## config.mk

```make
export PLATFORM = sky130hd
export DESIGN_NAME = mantissa_normalizer
export DESIGN_NICKNAME = d
export VERILOG_FILES = /design/src/rtl/mantissa_normalizer.sv
export SDC_FILE = /design/constraint.sdc
export NUM_CORES = 1
export LEC_CHECK = 0
export ABC_AREA = 1
export BUFFER_PORTS_ARGS = -buffer_cell sky130_fd_sc_hd__buf_4
export CAP_MARGIN = 20
export CORE_ASPECT_RATIO = 0.5
export CORE_UTILIZATION = 50
export DETAILED_ROUTE_END_ITERATION = 7
export PLACE_DENSITY_LB_ADDON = 0.3
export SLEW_MARGIN = 20
export SYNTH_ARGS = -nofsm -noshare
export SYNTH_HDL_FRONTEND = slang
export SYNTH_SLANG_ARGS = --single-unit
```

## constraint.sdc

```tcl
create_clock -name clk -period 4.97 [get_ports clk]
set_clock_uncertainty 0.1 [all_clocks]
set_input_delay 0.497 -clock clk [delete_from_list [all_inputs] [get_ports clk]]
set_output_delay 0.497 -clock clk [all_outputs]
set_load 0.1 [all_outputs]
```

## src/rtl/mantissa_normalizer.sv

```systemverilog
// Iterative mantissa normalizer: steers an external barrel shifter (up to STEP
// positions per cycle) until the leading one reaches the MSB, adjusting the exponent.
module mantissa_normalizer #(
  parameter int WIDTH = 16,
  parameter int EXP_W = 8,
  parameter int STEP  = 7
) (
  input  logic             clk,
  input  logic             reset_n,
  input  logic             in_valid,
  output logic             in_ready,
  input  logic [WIDTH-1:0] in_mant,
  input  logic             in_carry,
  input  logic [EXP_W-1:0] in_exp,
  output logic [WIDTH-1:0] sh_value,
  output logic             sh_direction,
  output logic [2:0]       sh_distance,
  input  logic [WIDTH-1:0] sh_result,
  output logic             out_valid,
  input  logic             out_ready,
  output logic [WIDTH-1:0] out_mant,
  output logic [EXP_W-1:0] out_exp,
  output logic             out_zero,
  output logic             out_underflow,
  output logic             out_overflow
);

  // state | meaning
  // IDLE  | waiting for an operand, in_ready=1
  // SHIFT | one shifter pass per cycle (right 1 on carry, else left by d)
  // DONE  | result presented until out_ready
  typedef enum logic [1:0] {IDLE, SHIFT, DONE} state_t;

  localparam int LZ_W = $clog2(WIDTH + 1);
  localparam logic [WIDTH-1:0] MSB = {1'b1, {(WIDTH-1){1'b0}}};

  state_t           state, state_nxt;
  logic [WIDTH-1:0] mant, mant_nxt;
  logic [EXP_W-1:0] exp, exp_nxt;
  logic             carry, carry_nxt;
  logic             zero, zero_nxt;
  logic             uf, uf_nxt;
  logic             of, of_nxt;

  logic [LZ_W-1:0]  lz;
  logic [2:0]       dcap, d;
  logic [EXP_W-1:0] exp_lim, exp_dec;

  function automatic logic [LZ_W-1:0] lzc(input logic [WIDTH-1:0] v);
    lzc = LZ_W'(WIDTH);
    for (int i = 0; i < WIDTH; i++)
      if (v[i]) lzc = LZ_W'(WIDTH - 1 - i);
  endfunction

  // Shift distance is bounded by the shifter reach and by keeping exp >= 1.
  always_comb begin
    lz = lzc(mant);
    if (lz >= LZ_W'(STEP)) dcap = 3'(STEP);
    else                   dcap = lz[2:0];
    exp_lim = (exp != '0) ? exp - EXP_W'(1) : '0;
    if (exp_lim < EXP_W'(dcap)) d = exp_lim[2:0];
    else                        d = dcap;
    exp_dec = exp - EXP_W'(d);
  end

  always_comb begin
    state_nxt    = state;
    mant_nxt     = mant;
    exp_nxt      = exp;
    carry_nxt    = carry;
    zero_nxt     = zero;
    uf_nxt       = uf;
    of_nxt       = of;
    sh_direction = 1'b0;
    sh_distance  = 3'd0;
    case (state)
      IDLE: begin
        if (in_valid) begin
          mant_nxt  = in_mant;
          carry_nxt = in_carry;
          uf_nxt    = 1'b0;
          of_nxt    = 1'b0;
          if (in_mant == '0 && !in_carry) begin
            exp_nxt   = '0;
            zero_nxt  = 1'b1;
            state_nxt = DONE;
          end else begin
            exp_nxt   = in_exp;
            zero_nxt  = 1'b0;
            state_nxt = SHIFT;
          end
        end
      end
      SHIFT: begin
        if (carry) begin
          sh_direction = 1'b1;
          sh_distance  = 3'd1;
          mant_nxt     = sh_result | MSB;
          carry_nxt    = 1'b0;
          if (exp == '1) of_nxt  = 1'b1;
          else           exp_nxt = exp + EXP_W'(1);
          state_nxt    = DONE;
        end else begin
          sh_distance = d;
          mant_nxt    = sh_result;
          exp_nxt     = exp_dec;
          uf_nxt      = (lz != LZ_W'(d));
          if (lz == LZ_W'(d) || exp_dec <= EXP_W'(1)) state_nxt = DONE;
        end
      end
      DONE: begin
        if (out_ready) begin
          state_nxt = IDLE;
          zero_nxt  = 1'b0;
          uf_nxt    = 1'b0;
          of_nxt    = 1'b0;
        end
      end
      default: state_nxt = IDLE;
    endcase
  end

  always_ff @(posedge clk or negedge reset_n) begin
    if (!reset_n) begin
      state <= IDLE;
      mant  <= '0;
      exp   <= '0;
      carry <= 1'b0;
      zero  <= 1'b0;
      uf    <= 1'b0;
      of    <= 1'b0;
    end else begin
      state <= state_nxt;
      mant  <= mant_nxt;
      exp   <= exp_nxt;
      carry <= carry_nxt;
      zero  <= zero_nxt;
      uf    <= uf_nxt;
      of    <= of_nxt;
    end
  end

  assign in_ready      = (state == IDLE);
  assign out_valid     = (state == DONE);
  assign sh_value      = mant;
  assign out_mant      = mant;
  assign out_exp       = exp;
  assign out_zero      = zero;
  assign out_underflow = uf;
  assign out_overflow  = of;

endmodule

```

Yosys cells after proc, flatten, opt, wreduce, memory -nomap -nowiden. Cells that the tools add are included.

Bits in registers: 30. Latch bits: 0. Bits in writable memories: 0. Memory bits (read-only): 0. Output and inout bits: 49. Memories: 0.

Add/subtract/negate cells: 3. Multiply operators: 0. Divide/modulo/power cells: 0. Magnitude comparators: 3. Equal/unequal tests: 12. Shift operators: 0. Mux-type cells: 49. Bitwise operators: 0. Reductions and logical operators: 15.

Operators by type and width (count): $mux 5 (16); $mux 8 (5); $mux 16 (2); $pmux 16 s2 (1); $logic_not 16->1 (1); $pmux 8 s2 (1); $mux 3 (4); $mux 1 (10); $mux 2 (5); $reduce_and 3->1 (3); $add 8x1->8 const B (1); $eq 8x8->1 const B (1); $le 8x1->1 const B (1); $lt 8x3->1 (1); $ne 2x2->1 const B (4); $reduce_bool 8->1 (1); $sub 8x1->8 const B (1); $sub 8x3->8 (1); $ne 3x3->1 const B (2); $pmux 1 s3 (2); $pmux 2 s3 (1); $eq 5x3->1 (1); $ge 5x3->1 const B (1); $ne 5x3->1 (1); 13 further kinds (15).

Logic depth before layout (Yosys ltp).
Depth in word-level cells: 26. Depth in mapped cells: 38. Depth with buffers taken out: 38.

Least setup slack after synthesis. Ideal clock, no wire load.

Kind: register to output. From: register exp[1] (netlist: out_exp[1]). To: output sh_distance[0]. Arrival time: 4.977 ns. Required time: 4.373 ns. Setup slack: -0.604 ns. Stages on the path, launching flop included: 13. Path buffers: 0. Cell sequence: dfrtp_1 inv_1 ha_1 inv_1 nor4_1 nor2_1 ha_1 or2_2 nor4_4 nand2_2 nand2_1 nand2_1 o21ai_0.

Word-level cells in the longest chain between the ends: 6.

RTL lines: start, declared (line 39) `logic [EXP_W-1:0] exp, exp_nxt;`; start signal, assigned (line 135) `exp <= exp_nxt;`; $sub 8x1->8 or $reduce_bool 8->1 (tied branches) (line 60) `exp_lim = (exp != '0) ? exp - EXP_W'(1) : '0;`; $mux 8 (*) (line 60); $lt 8x3->1 (line 61) `if (exp_lim < EXP_W'(dcap)) d = exp_lim[2:0];`; $mux 3 (*) (line 61); $mux 3 (*) (line 95) `if (carry) begin`; $mux 3 (*) (line 76) `case (state)`; end, declared (line 17) `output logic [2:0] sh_distance,`.

Mark *: on every way between the ends. The rest lies on a longest branch, timed or not.

Worst setup path after layout.
From: register exp[1] (netlist: out_exp[1]). To: register state[1].

Word-level cells in the longest chain between the ends: 9.

RTL lines: $sub 8x1->8 or $reduce_bool 8->1 (tied branches) (line 60); $mux 8 (line 60); $lt 8x3->1 (line 61); $mux 3 (line 61); $sub 8x3->8 (line 63) `exp_dec = exp - EXP_W'(d);`; $le 8x1->1 (line 108) `if (lz == LZ_W'(d) || exp_dec <= EXP_W'(1)) state_nxt = DONE;`; $logic_or 1x1->1 (*) (line 108); $ne 3x3->1 (no source line) (*); $reduce_and 3->1 (no source line) (*); end signal, assigned (line 133) `state <= state_nxt;`; end, declared (line 37) `state_t state, state_nxt;`.

Marked as above. A chain may end at the register's enable or synchronous reset.

==> qor.csv <==
stage,metric,value,unit
run_status,run_status,completed,
final_layout,final_util,70.2,%
setup_path,worstPathRequired,5100,ps
drt,wirelength,6890,um
global_route,grt-ovfl-total,0,
yosys,synth_area_leader_cell,dfrtp_1,
yosys,yosysSeqAreaShare,30.5,%
sta,timing_hold_violations_final,0,
yosys,ys.warnings.count,0,
yosys,netlist-cell-type-count,37,
drt,drtPass1Iterations,7,
setup_path,maximum_fanout_along_the_worst_path,6,
flow_run,max_cap_viol,0,
global_route,grt_antenna_before_repair,0,
setup_path,worst-setup-path-type,register to register,
sta,setup_viol,0,
sta,timing.max_slew.rel_slack,31.7,%
yosys,async_reset_ff_share,100,%
floorplanning,die_height,51.6,um
floorplanning,die-area,0.00522,sq mm
placement,numPortBuffers,93,
clock_tree,worst_skew_pair.late_latency,290,ps
setup_path,critical_path.endpoint_type,register,
setup_path,crit_path_cell_trace,inv_1 -> ha_1 -> inv_1 -> nor4_2 -> nor2_1 -> ha_1 -> or2_2 -> nor4_4 -> nand3_2 -> nand2_1 -> inv_1 -> ha_1 -> fa_1 -> o21ai_0 -> nor2_1 -> o21ai_0 -> o21ai_0 -> nor4_1 -> nand3_1 -> nand2_1 -> o21bai_2 -> nand3_1 -> nand2_1,
placement,gp_congestion,0.915,
final_layout,layout.cells.non_filler,509,
yosys,post_synth_main_area_contributors,"dfrtp_1 (31%), nand2_1 (11%), inv_1 (8.7%), nor2_1 (7.6%), nand3_1 (5.3%)",
setup_path,critical-path-slowest-cell,dfrtp_1,
drt,antenna_violating_nets_post_route,0,
setup_path,r2r_slack,360,ps
sta,slew_viol_final,0,
yosys,synthesis.instances,366,
setup_path,timing.critical_path.slowest_cell_delay,430,ps
global_route,grt_util_overall,28.0,%
sta,min_period_over_period,92.8,%
global_route,grt_first_pass_wirelength,11100,um
placement,place.detailed.hpwl,5330,um
setup_path,critical-path-top-delay-family,simple AND/OR/NAND/NOR gates,
placement,dpl.cell_count,501,
clock_tree,post_cts_buffers,0,
yosys,post_synth.cell_area_avg,6.72,sq um
floorplanning,rows,17,
clock_tree,clock_sinks,30,
yosys,syn-num-nets,419,
setup_path,cp_data_arrival_time,4740,ps
drt,initialDrtViolationCount,196,
setup_path,cp_num_buf_inv,3,
yosys,post-synth-top-area-fraction,30.5,%
sta,layout_min_cycle_time,4610,ps
clock_tree,cts.reportedPaths.clkPinSlew,70,ps
drt,wl_per_cell,13.5,um
drt,via_count,2712,
setup_path,setup.worst_path.start_class,register,
clock_tree,cts.repair.resized,0,
floorplanning,die-width,101,um
global_route,grt_pass1_vias,2480,
final_layout,antenna-diode-count,0,
global_route,grt_start_max_net_pins,32,
yosys,ys.flop_type,dfrtp_1,
clock_tree,clock_tree.htree_level_count,2,
yosys,count_of_flip_flops_with_a_built_in_enable_after_synthesis,0,
hold_path,timing.hold.worst.class,input port to asynchronous set/reset pin,
clock_tree,cts-root-to-sink-buffers,2,
floorplanning,core,0.00455,sq mm
sta,tightestPinTransition,1020,ps
sta,max_clk_rate,217,MHz
clock_tree,hold_fix_buffers_cts,0,
drt,viasPerCell,5.33,
clock_tree,cts_tree,built,
floorplanning,floorplan.initialDensity,54.1,%
yosys,synth_area,0.00246,sq mm
final_layout,areaGrowthSynthToFinish,29.8,%
floorplanning,design.portCount,94,
clock_tree,ctsRootBufferMaster,clkbuf_8,
clock_tree,tritoncts.num_buffers,5,
final_layout,drive_above_1_share,26.4,%
drt,drcViolationCount,0,
final_layout,nets,495,
yosys,synth_seq_cells,30,
-- state kept, by name, summed over array words and instances, names as in the netlist --
signal	flops
out_mant	16
out_underflow	1
carry	1
out_exp	8
out_overflow	1
state	2
out_zero	1
-- worst paths after layout --
kind / startpoint / to / cells after the start
min in group clk: in_valid / state[0] / 3
worst max register to register: out_exp[1] / state[1] / 23
worst min register to register: out_underflow / out_underflow / 2
max in group asynchronous: reset_n / out_mant[11] / 1
worst max-delay path: out_exp[1] / state[1] / 23
worst min-delay path: reset_n / out_exp[7] / 1
-- kinds of logic after synthesis --
kind of cell | Yosys count | synth area share, %
DFF | 30 | 30.5
buffers and inverters | 84 | 15.3
xor gates and xnor gates | 6 | 2.14
AOI/OAI and AO/OA | 60 | 15.3
adders and majority gates | 8 | 4.37
and+or+nand+nor | 178 | 32.4
-- final cells by class --
| cell class | instances | area (sq um) |
|---|---|---|
| Tap cell | 66 | 82.6 |
| Clock inverter | 2 | 12.5 |
| Sequential cell | 30 | 751 |
| Fill cell | 379 | 1360 |
| Timing Repair Buffer | 94 | 706 |
| Inverter | 59 | 221 |
| Clock buffer | 6 | 82.6 |
| Multi-Input combinational cell | 252 | 1340 |
-- layer usage --
layer / share of wire [%] / track usage, %
met4: 2.1 / 9.90
met1: 45 / 35.4
met2: 45 / 47.4
met5: 0 / 0
met3: 8.1 / 6.72
-- synth_stat cells, types with 7 or more instances --
cell type and number:
nand3_1 26, clkbuf_1 8, o21ai_0 23, a21oi_1 9, nand2_1 72, o31ai_1 13
nor2_1 50, nor4_1 7, ha_1 7, buf_4 16, dfrtp_1 30, nand2_2 7
inv_1 57
-- cells in the final DEF, fill, tap and decap left out, types with 7 or more instances in the layout --
cell type / synthesis / routed
buf_4: 16 / 94
a21oi_1: 9 / 9
ha_1: 7 / 7
nand3_1: 26 / 26
nand2_1: 72 / 72
nor2_1: 50 / 50
nand2_2: 7 / 7
o21ai_0: 23 / 22
dfrtp_1: 30 / 30
inv_1: 57 / 57
o31ai_1: 13 / 13
-- metrics by stage --
step | setup slack (ps) | setup TNS, ps | hold slack [ps] | cell area (sq um)
after CTS | 271 | 0 | 36.2 | 3190
final | 359 | 0 | 26.4 | 3200
after global routing | -13.1 | -13.1 | 53.6 | 3200
after floorplan | 152 | 0 | 101 | 2460
after detailed placement | 321 | 0 | 354 | 3090
after global placement | 557 | 0 | 343 | 3090
Power is not shown: default switching activity piles up to over one toggle a cycle in this logic, so the estimate is an artifact.
